==> src/rtl/morse_player.sv <==
// Plays a 5-symbol Morse pattern (bit 4 first, 1 = dash, 0 = dot) on a tone output.
// Timing is expressed in units of UNIT_CYCLES clocks. All outputs are registered.
module morse_player #(
   parameter int UNIT_CYCLES = 25000000
) (
   input  logic       clk,
   input  logic       rst_n,
   input  logic       start,
   input  logic       abort,
   input  logic [4:0] code,
   output logic       tone,
   output logic       busy,
   output logic       done,
   output logic [2:0] sym_idx
);

   // 3*UNIT_CYCLES is never a power of two, so this width always holds 3*UNIT_CYCLES-1
   localparam int CNT_W = $clog2(3 * UNIT_CYCLES);
   localparam logic [CNT_W-1:0] DOT_LAST  = CNT_W'(UNIT_CYCLES - 1);
   localparam logic [CNT_W-1:0] DASH_LAST = CNT_W'(3 * UNIT_CYCLES - 1);

   typedef enum logic [1:0] {
      S_IDLE,
      S_MARK,
      S_GAP,
      S_TAIL
   } state_t;

   state_t           r_state, w_state_nxt;
   logic [CNT_W-1:0] r_cnt, w_cnt_nxt;
   logic [4:0]       r_code, w_code_nxt;
   logic [2:0]       r_idx, w_idx_nxt;
   logic             r_tone, w_tone_nxt;
   logic             r_busy, w_busy_nxt;
   logic             r_done, w_done_nxt;
   logic             w_mark_end;

   // The latched pattern shifts left per symbol, so bit 4 is always the current one
   assign w_mark_end = r_code[4] ? (r_cnt == DASH_LAST) : (r_cnt == DOT_LAST);

   always_ff @(posedge clk or negedge rst_n) begin
      if (!rst_n) begin
         r_state <= S_IDLE;
         r_cnt   <= '0;
         r_code  <= '0;
         r_idx   <= '0;
         r_tone  <= 1'b0;
         r_busy  <= 1'b0;
         r_done  <= 1'b0;
      end else begin
         r_state <= w_state_nxt;
         r_cnt   <= w_cnt_nxt;
         r_code  <= w_code_nxt;
         r_idx   <= w_idx_nxt;
         r_tone  <= w_tone_nxt;
         r_busy  <= w_busy_nxt;
         r_done  <= w_done_nxt;
      end
   end

   always_comb begin
      w_state_nxt = r_state;
      w_cnt_nxt   = r_cnt + CNT_W'(1);
      w_code_nxt  = r_code;
      w_idx_nxt   = r_idx;
      w_tone_nxt  = r_tone;
      w_busy_nxt  = r_busy;
      w_done_nxt  = 1'b0;

      case (r_state)
         S_IDLE: begin
            w_cnt_nxt = '0;
            if (start && !abort) begin
               w_state_nxt = S_MARK;
               w_code_nxt  = code;
               w_idx_nxt   = 3'd0;
               w_tone_nxt  = 1'b1;
               w_busy_nxt  = 1'b1;
            end
         end
         S_MARK: begin
            if (w_mark_end) begin
               w_cnt_nxt   = '0;
               w_tone_nxt  = 1'b0;
               w_state_nxt = (r_idx == 3'd4) ? S_TAIL : S_GAP;
            end
         end
         S_GAP: begin
            if (r_cnt == DOT_LAST) begin
               w_state_nxt = S_MARK;
               w_cnt_nxt   = '0;
               w_idx_nxt   = r_idx + 3'd1;
               w_code_nxt  = {r_code[3:0], 1'b0};
               w_tone_nxt  = 1'b1;
            end
         end
         S_TAIL: begin
            if (r_cnt == DASH_LAST) begin
               w_state_nxt = S_IDLE;
               w_cnt_nxt   = '0;
               w_idx_nxt   = 3'd0;
               w_busy_nxt  = 1'b0;
               w_done_nxt  = 1'b1;
            end
         end
         default: begin
            w_state_nxt = S_IDLE;
            w_cnt_nxt   = '0;
         end
      endcase

      // Cancelling playback overrides whatever the active state decided
      if (abort && (r_state != S_IDLE)) begin
         w_state_nxt = S_IDLE;
         w_cnt_nxt   = '0;
         w_idx_nxt   = 3'd0;
         w_tone_nxt  = 1'b0;
         w_busy_nxt  = 1'b0;
         w_done_nxt  = 1'b0;
      end
   end

   assign tone    = r_tone;
   assign busy    = r_busy;
   assign done    = r_done;
   assign sym_idx = r_idx;

endmodule
==> config.mk <==
export PLATFORM = sky130hd
export DESIGN_NAME = morse_player
export DESIGN_NICKNAME = d
export VERILOG_FILES = /design/src/rtl/morse_player.sv
export SDC_FILE = /design/constraint.sdc
export NUM_CORES = 1
export LEC_CHECK = 0
export ABC_AREA = 1
export CAP_MARGIN = 20
export CORE_MARGIN = 2
export CORE_UTILIZATION = 50
export DETAILED_ROUTE_END_ITERATION = 16
export HOLD_SLACK_MARGIN = 0.05
export PLACE_DENSITY = 0.69
export RECOVER_POWER = 50
export SETUP_SLACK_MARGIN = 0.05
export SLEW_MARGIN = 20
export SYNTH_ARGS = -nofsm -noshare
export SYNTH_HDL_FRONTEND = slang
export SYNTH_SLANG_ARGS = --single-unit
export TNS_END_PERCENT = 1
==> constraint.sdc <==
create_clock -name clk -period 2.2 [get_ports clk]
set_clock_uncertainty 0.15 [all_clocks]
set_input_delay 0.44 -clock clk [delete_from_list [all_inputs] [get_ports clk]]
set_output_delay 0.44 -clock clk [all_outputs]
set_load 0.01 [all_outputs]
; ---- Yosys cells after proc, flatten, opt, wreduce, memory -nomap -nowiden
; Cells that the tools add are included.
[totals]
ramBits = 0
memories = 0
latchBits = 0
rom_bits = 0
regBits = 40
[classes]
muxes = 32
add_sub_neg = 2
bitwise_logic = 0
eq_ne = 12
mul = 0
n_lt_le_gt_ge = 0
n_reduce_logical = 14
n_div = 0
shift = 0
[ops]
columns = cell, count
row1 = 2-to-1 mux 27 bit, 4
row2 = case mux 27 bit (4 select lines), 1
row3 = adder 27 x 1 -> 27 bit (second input constant), 1
row4 = == test 27 x 25 -> 1 bit (second input constant), 1
row5 = == test 27 bit (second input constant), 1
row6 = 2-to-1 mux 3 bit, 4
row7 = inequality test 3 bit (second input constant), 4
row8 = AND reduction 4 bit, 3
row9 = 2-to-1 mux 1 bit, 11
row10 = 2-to-1 mux 2 bit, 5
row11 = 2-to-1 mux 5 bit, 2
row12 = case mux 5 bit (2 select lines), 1
row13 = case mux 3 bit (3 select lines), 1
row14 = case mux 2 bit (4 select lines), 1
row15 = nonzero test 4 bit, 2
row16 = AND reduction 3 bit, 2
row17 = == test 2 bit (second input constant), 2
row18 = inequality test 2 bit (second input constant), 2
row19 = nonzero test 2 bit, 2
row20 = adder 3 x 1 -> 3 bit (second input constant), 1
row21 = == test 3 bit (second input constant), 1
row22 = case mux 1 bit (3 select lines), 1
row23 = nonzero test 3 bit, 1
row24 = == test 2 x 1 -> 1 bit (second input constant), 1
row25 = 4 further kinds, 5

; ---- Logic depth before layout (Yosys ltp)
[logic_depth]
depth_word = 5
mapped_depth = 13
ltp_nobuf = 12

; ---- Worst setup path before layout
; Ideal clock, no wire load.
[synth_path]
path_type = register to register
from = register r_state[0]
to = register r_idx[0], in the netlist sym_idx[0]
t_required_ps = 1924
setup_ps = 126
setup_slack_ps = 429
stages_incl_launch_ff = 8
arrival_time_ps = 1494
path_cell_list = dfrtp_1 > inv_1 > ha_1 > nor2_1 > nand2_1 > o21ai_0 > nand3b_1 > o21ai_0
[synth_between]
elab_chain_len = 4
word_cells_on_any_way = 12
[synth_lines]
columns = item, line_no
row1 = "start, declared", 29  ; state_t r_state, w_state_nxt;
row2 = "start signal, assigned", 51  ; r_state <= w_state_nxt;
row3 = nonzero test 2 bit, 113  ; if (abort && (r_state != S_IDLE)) begin
row4 = logical AND 1 bit, 113
row5 = inequality test 3 bit (no source line) or nonzero test 4 bit (tied branches), --
row6 = AND reduction 4 bit (no source line), --
row7 = "end signal, assigned", 54  ; r_idx <= w_idx_nxt;
row8 = "end, declared", 32  ; logic [2:0] r_idx, w_idx_nxt;
; Several ways; a longest one is shown, not always the timed one.
; A chain may end at the register's enable or synchronous reset.

; ---- Final worst setup path
[layout_path]
from = register r_cnt[0]
to = register r_cnt[24]
[layout_between]
elab_chain_len = 5
word_cells_on_any_way = 9
[layout_lines]
columns = item, line_no
row1 = "start, declared", 30  ; logic [CNT_W-1:0] r_cnt, w_cnt_nxt;
row2 = "start signal, assigned", 52  ; r_cnt <= w_cnt_nxt;
row3 = "parallel branches: the longest is 3 deep, another holds adder 27 x 1 -> 27 bit", --
row4 = case mux 27 bit (4 select lines) *, 70  ; case (r_state)
row5 = 2-to-1 mux 27 bit *, 113
row6 = named net w_cnt_nxt[24], 30
; Mark *: on every way through the listed nets, which the timed path passes.

==> results.yml <==
cts:
  cts.sinks: 40
  cts_made_buffers: 5
  clk_path_buf_depth: 2
  clkTransAtPathRegs_ps: 80
  htreeDepth: 2
  clockRootBuffer: "clkbuf_8"
  cts_tree: "built"
  clock_latency_ps: 300
critical_path:
  cp.depth: 10
  critPathCapture: "r_cnt[24]"
  crit_path_max_incr_delay_ps: 440
  crit_fanout: 4
  cp_cell_sequence: "ha_4 > nand3_1 > nor2_2 > nand3_2 > nor2_2 > nand4_1 > nand2_1 > inv_1 > nand2_1 > nor2_1"
  timing.critical_path.buf_inv: 1
  critPathCaptureType: "register"
  critPathKind: "reg2reg"
  r2r-start: "r_cnt[0]"
  worstPathRequired_ps: 2240
  crit_slowest_cell: "dfrtp_1"
  r2r_cells: 10
  critPathArrivalTime_ps: 1960
  worstSetupStartpoint: "r_cnt[0]"
  regToRegEndpoint: "r_cnt[24]"
  critical_path.top_delay_family: "simple AND/OR/NAND/NOR gates"
  rrSetupSlack_ps: 280
  crit_path_start_kind: "register"
yosys:
  yosysUniqueCellTypes: 25
  yosysWarnings: 0
  synth_fa_ha_area_share_pct: 3.521
  synth-seq-cells: 40
  async_flop_share_pct: 100.0
  synthCells: 348
  synthXorXnorAreaFrac_pct: 5.634
  yosys.area_share.simple_pct: 35.66
  syn_area_per_cell_um2: 7.148
  synth_top_family_by_area: "simple AND/OR/NAND/NOR gates"
  synth_compound_area_share_pct: 5.433
  syn_area_um2: 2487
  ys_seq_area_share_pct: 40.24
  synthFlopType: "dfrtp_1"
  syn-num-nets: 364
  synth.area.mux_share_pct: 1.610
  synth_edf_count: 0
floorplan:
  rows: 25
  die_w_um: 74.53
  initial_utilization_pct: 52.32
  die_y_um: 74.53
  ioPinCount: 15
  fp.dieArea_um2: 5555
  core-area_um2: 4755
routing:
  vias_per_cell: 4.955
  via_count: 2185
  drt.antenna.violating_nets: 0
  wirelength_um: 5264
  first_pass_iters: 4
  wl_per_cell_um: 11.94
  drt_iter0_drc: 108
  drc: 0
final_layout:
  layout-drive-gt1-share_pct: 8.824
  area_growth_pct: 15.64
  diodes: 0
  finalInstanceArea_um2: 2877
  nets: 389
sta:
  finalSetupViolations: 0
  tns_ps: 0
  slew_headroom_pct: 49.49
  rsz0062_at_grt: "no"
  min_period_ps: 1924
  period_share_pct: 87.47
  clock.fmax_mhz: 519.6
  tightest_slew_ps: 757.7
  maxSlewViolCount: 0
  hold_viol: 0
job:
  maxCapViolations: 0
global_routing:
  grt_max_degree: 31
  grt_usage_pct: 21.80
  grt_pass1_vias: 2109
  grt_pass1_wl_um: 9294
  antenna_found_initial: 0
  grt_overflow_total: 0
min_path:
  holdPathStages: 2
  min_from: "r_code[0]"
  hold_path.class: "reg2reg"
place:
  io_buffers: 14
  gp_routability_congestion: 0.9157
  placed_area_um2: 2709
  place_hpwl_um: 4016
power_and_ir_drop:
  p_leak_nw: 1.210
  power_density_nw_per_um2: 814.7
  peakVddDrop_mv: 0.4232
status:
  status: "finished clean"
## flip-flops by register name, summed over array words and instances, names as in the netlist
register  count
r_cnt        27
sym_idx       3
tone          1
done          1
busy          1
r_state       2
r_code        5
## tightest hold or removal path, delay by kind of cell, from the launching register on
kind,cells,cell delay (ps)
AOI/OAI and AO/OA,1,60
DFF,1,350
and+or+nand+nor,1,50
## how the worst min path moves through the flow
stage and end:
6_report r_code[0], 5_1_grt busy, 4_1_cts r_code[0], 3_5_place_dp r_code[0], 3_3_place_gp r_code[1], 2_1_floorplan busy
## logic make-up (layout without fill, tap and decap cells)
logic type | after synthesis | after routing
and+or+nand+nor | 209 | 209
buffers and inverters | 48 | 74
DFF | 40 | 40
AOI/OAI and AO/OA | 24 | 24
xor gates and xnor gates | 16 | 16
adders and majority gates | 7 | 7
muxes | 4 | 4
## Yosys cell counts, types with 4 or more instances
cell type   n  share of area [%]
a21oi_1     4               0.80
dfrtp_1    40                 40
ha_1        7                3.5
inv_1      44                6.6
mux2i_1     4                1.6
nand2_1    93                 14
nand3_1    23                4.6
nand4_1     8                2.0
nor2_1     68                 10
nor2_2      6                1.5
nor3_1      4               0.80
o21ai_0    14                2.8
xnor2_1     4                1.4
xor2_1     12                4.2
## cell usage in the layout, fill, tap and decap left out, types with 2 or more instances in the layout
cell,count
nand2_4,2
dlygate4sd3_1,3
xnor2_1,4
a21oi_1,4
nor2_1,65
inv_1,44
o21ai_0,14
xor2_1,12
mux2i_1,4
nor2_2,8
buf_4,5
nand4_1,8
nor3_1,4
nand3b_1,2
clkbuf_8,5
dfrtp_1,40
ha_1,6
o22ai_1,2
a31oi_1,2
clkdlybuf4s50_1,11
nand3_2,2
nand2_1,93
nand2_2,2
nand3_1,22
clkbuf_2,2
## metrics by stage
| stage | instances | util, % | setup WS [ps] | hold WS [ps] | total power, W |
|---|---|---|---|---|---|
| floorplan | 348 | - | 429.2 | -5.591 | 0.001479 |
| global placement | 430 | 56.97 | 84.40 | 320.4 | 0.001689 |
| detailed placement | 430 | 56.97 | 60.27 | 329.9 | 0.001707 |
| CTS | 439 | 59.61 | 120.9 | 349.9 | 0.002344 |
| global route | 441 | 60.50 | 63.30 | 372.8 | 0.002525 |
| finish | 441 | 60.50 | 275.6 | 340.3 | 0.002343 |
## where the power goes
group          switching [W]  internal [W]  leakage, nW  total [W]
registers          0.0000750      0.000836        0.543   0.000911
logic               0.000498      0.000313        0.612   0.000810
clock network       0.000280      0.000342       0.0548   0.000622
total               0.000852       0.00149         1.21    0.00234
## cell type report
cell class	count	area [um^2]
inverter	45	168.9
sequential	40	1001
tap	67	83.83
clock buffer	5	68.82
multi-input combinational	260	1320
timing repair buffer	21	187.7
clock inverter	3	46.29
fill	462	1878
## per-layer routing
| metal | up-vias | part of all wire (%) | GRT usage [%] |
|---|---|---|---|
| met5 | - | 0 | 0 |
| met4 | 0 | 2.3 | 9.127 |
| met3 | 13 | 2.8 | 4.607 |
| met2 | 40 | 46 | 35.89 |
| met1 | 993 | 49 | 27.85 |
| li1 | 1139 | - | - |
## what timing repair did
item / CTS / global route
hold buffers: 1 / 0
buffers inserted: 0 / 2
gates resized for setup: 0 / 7
endpoints found under the hold margin: 7 / 0
setup endpoints to repair: 0 / 29
(Power assumes the default switching activity.)
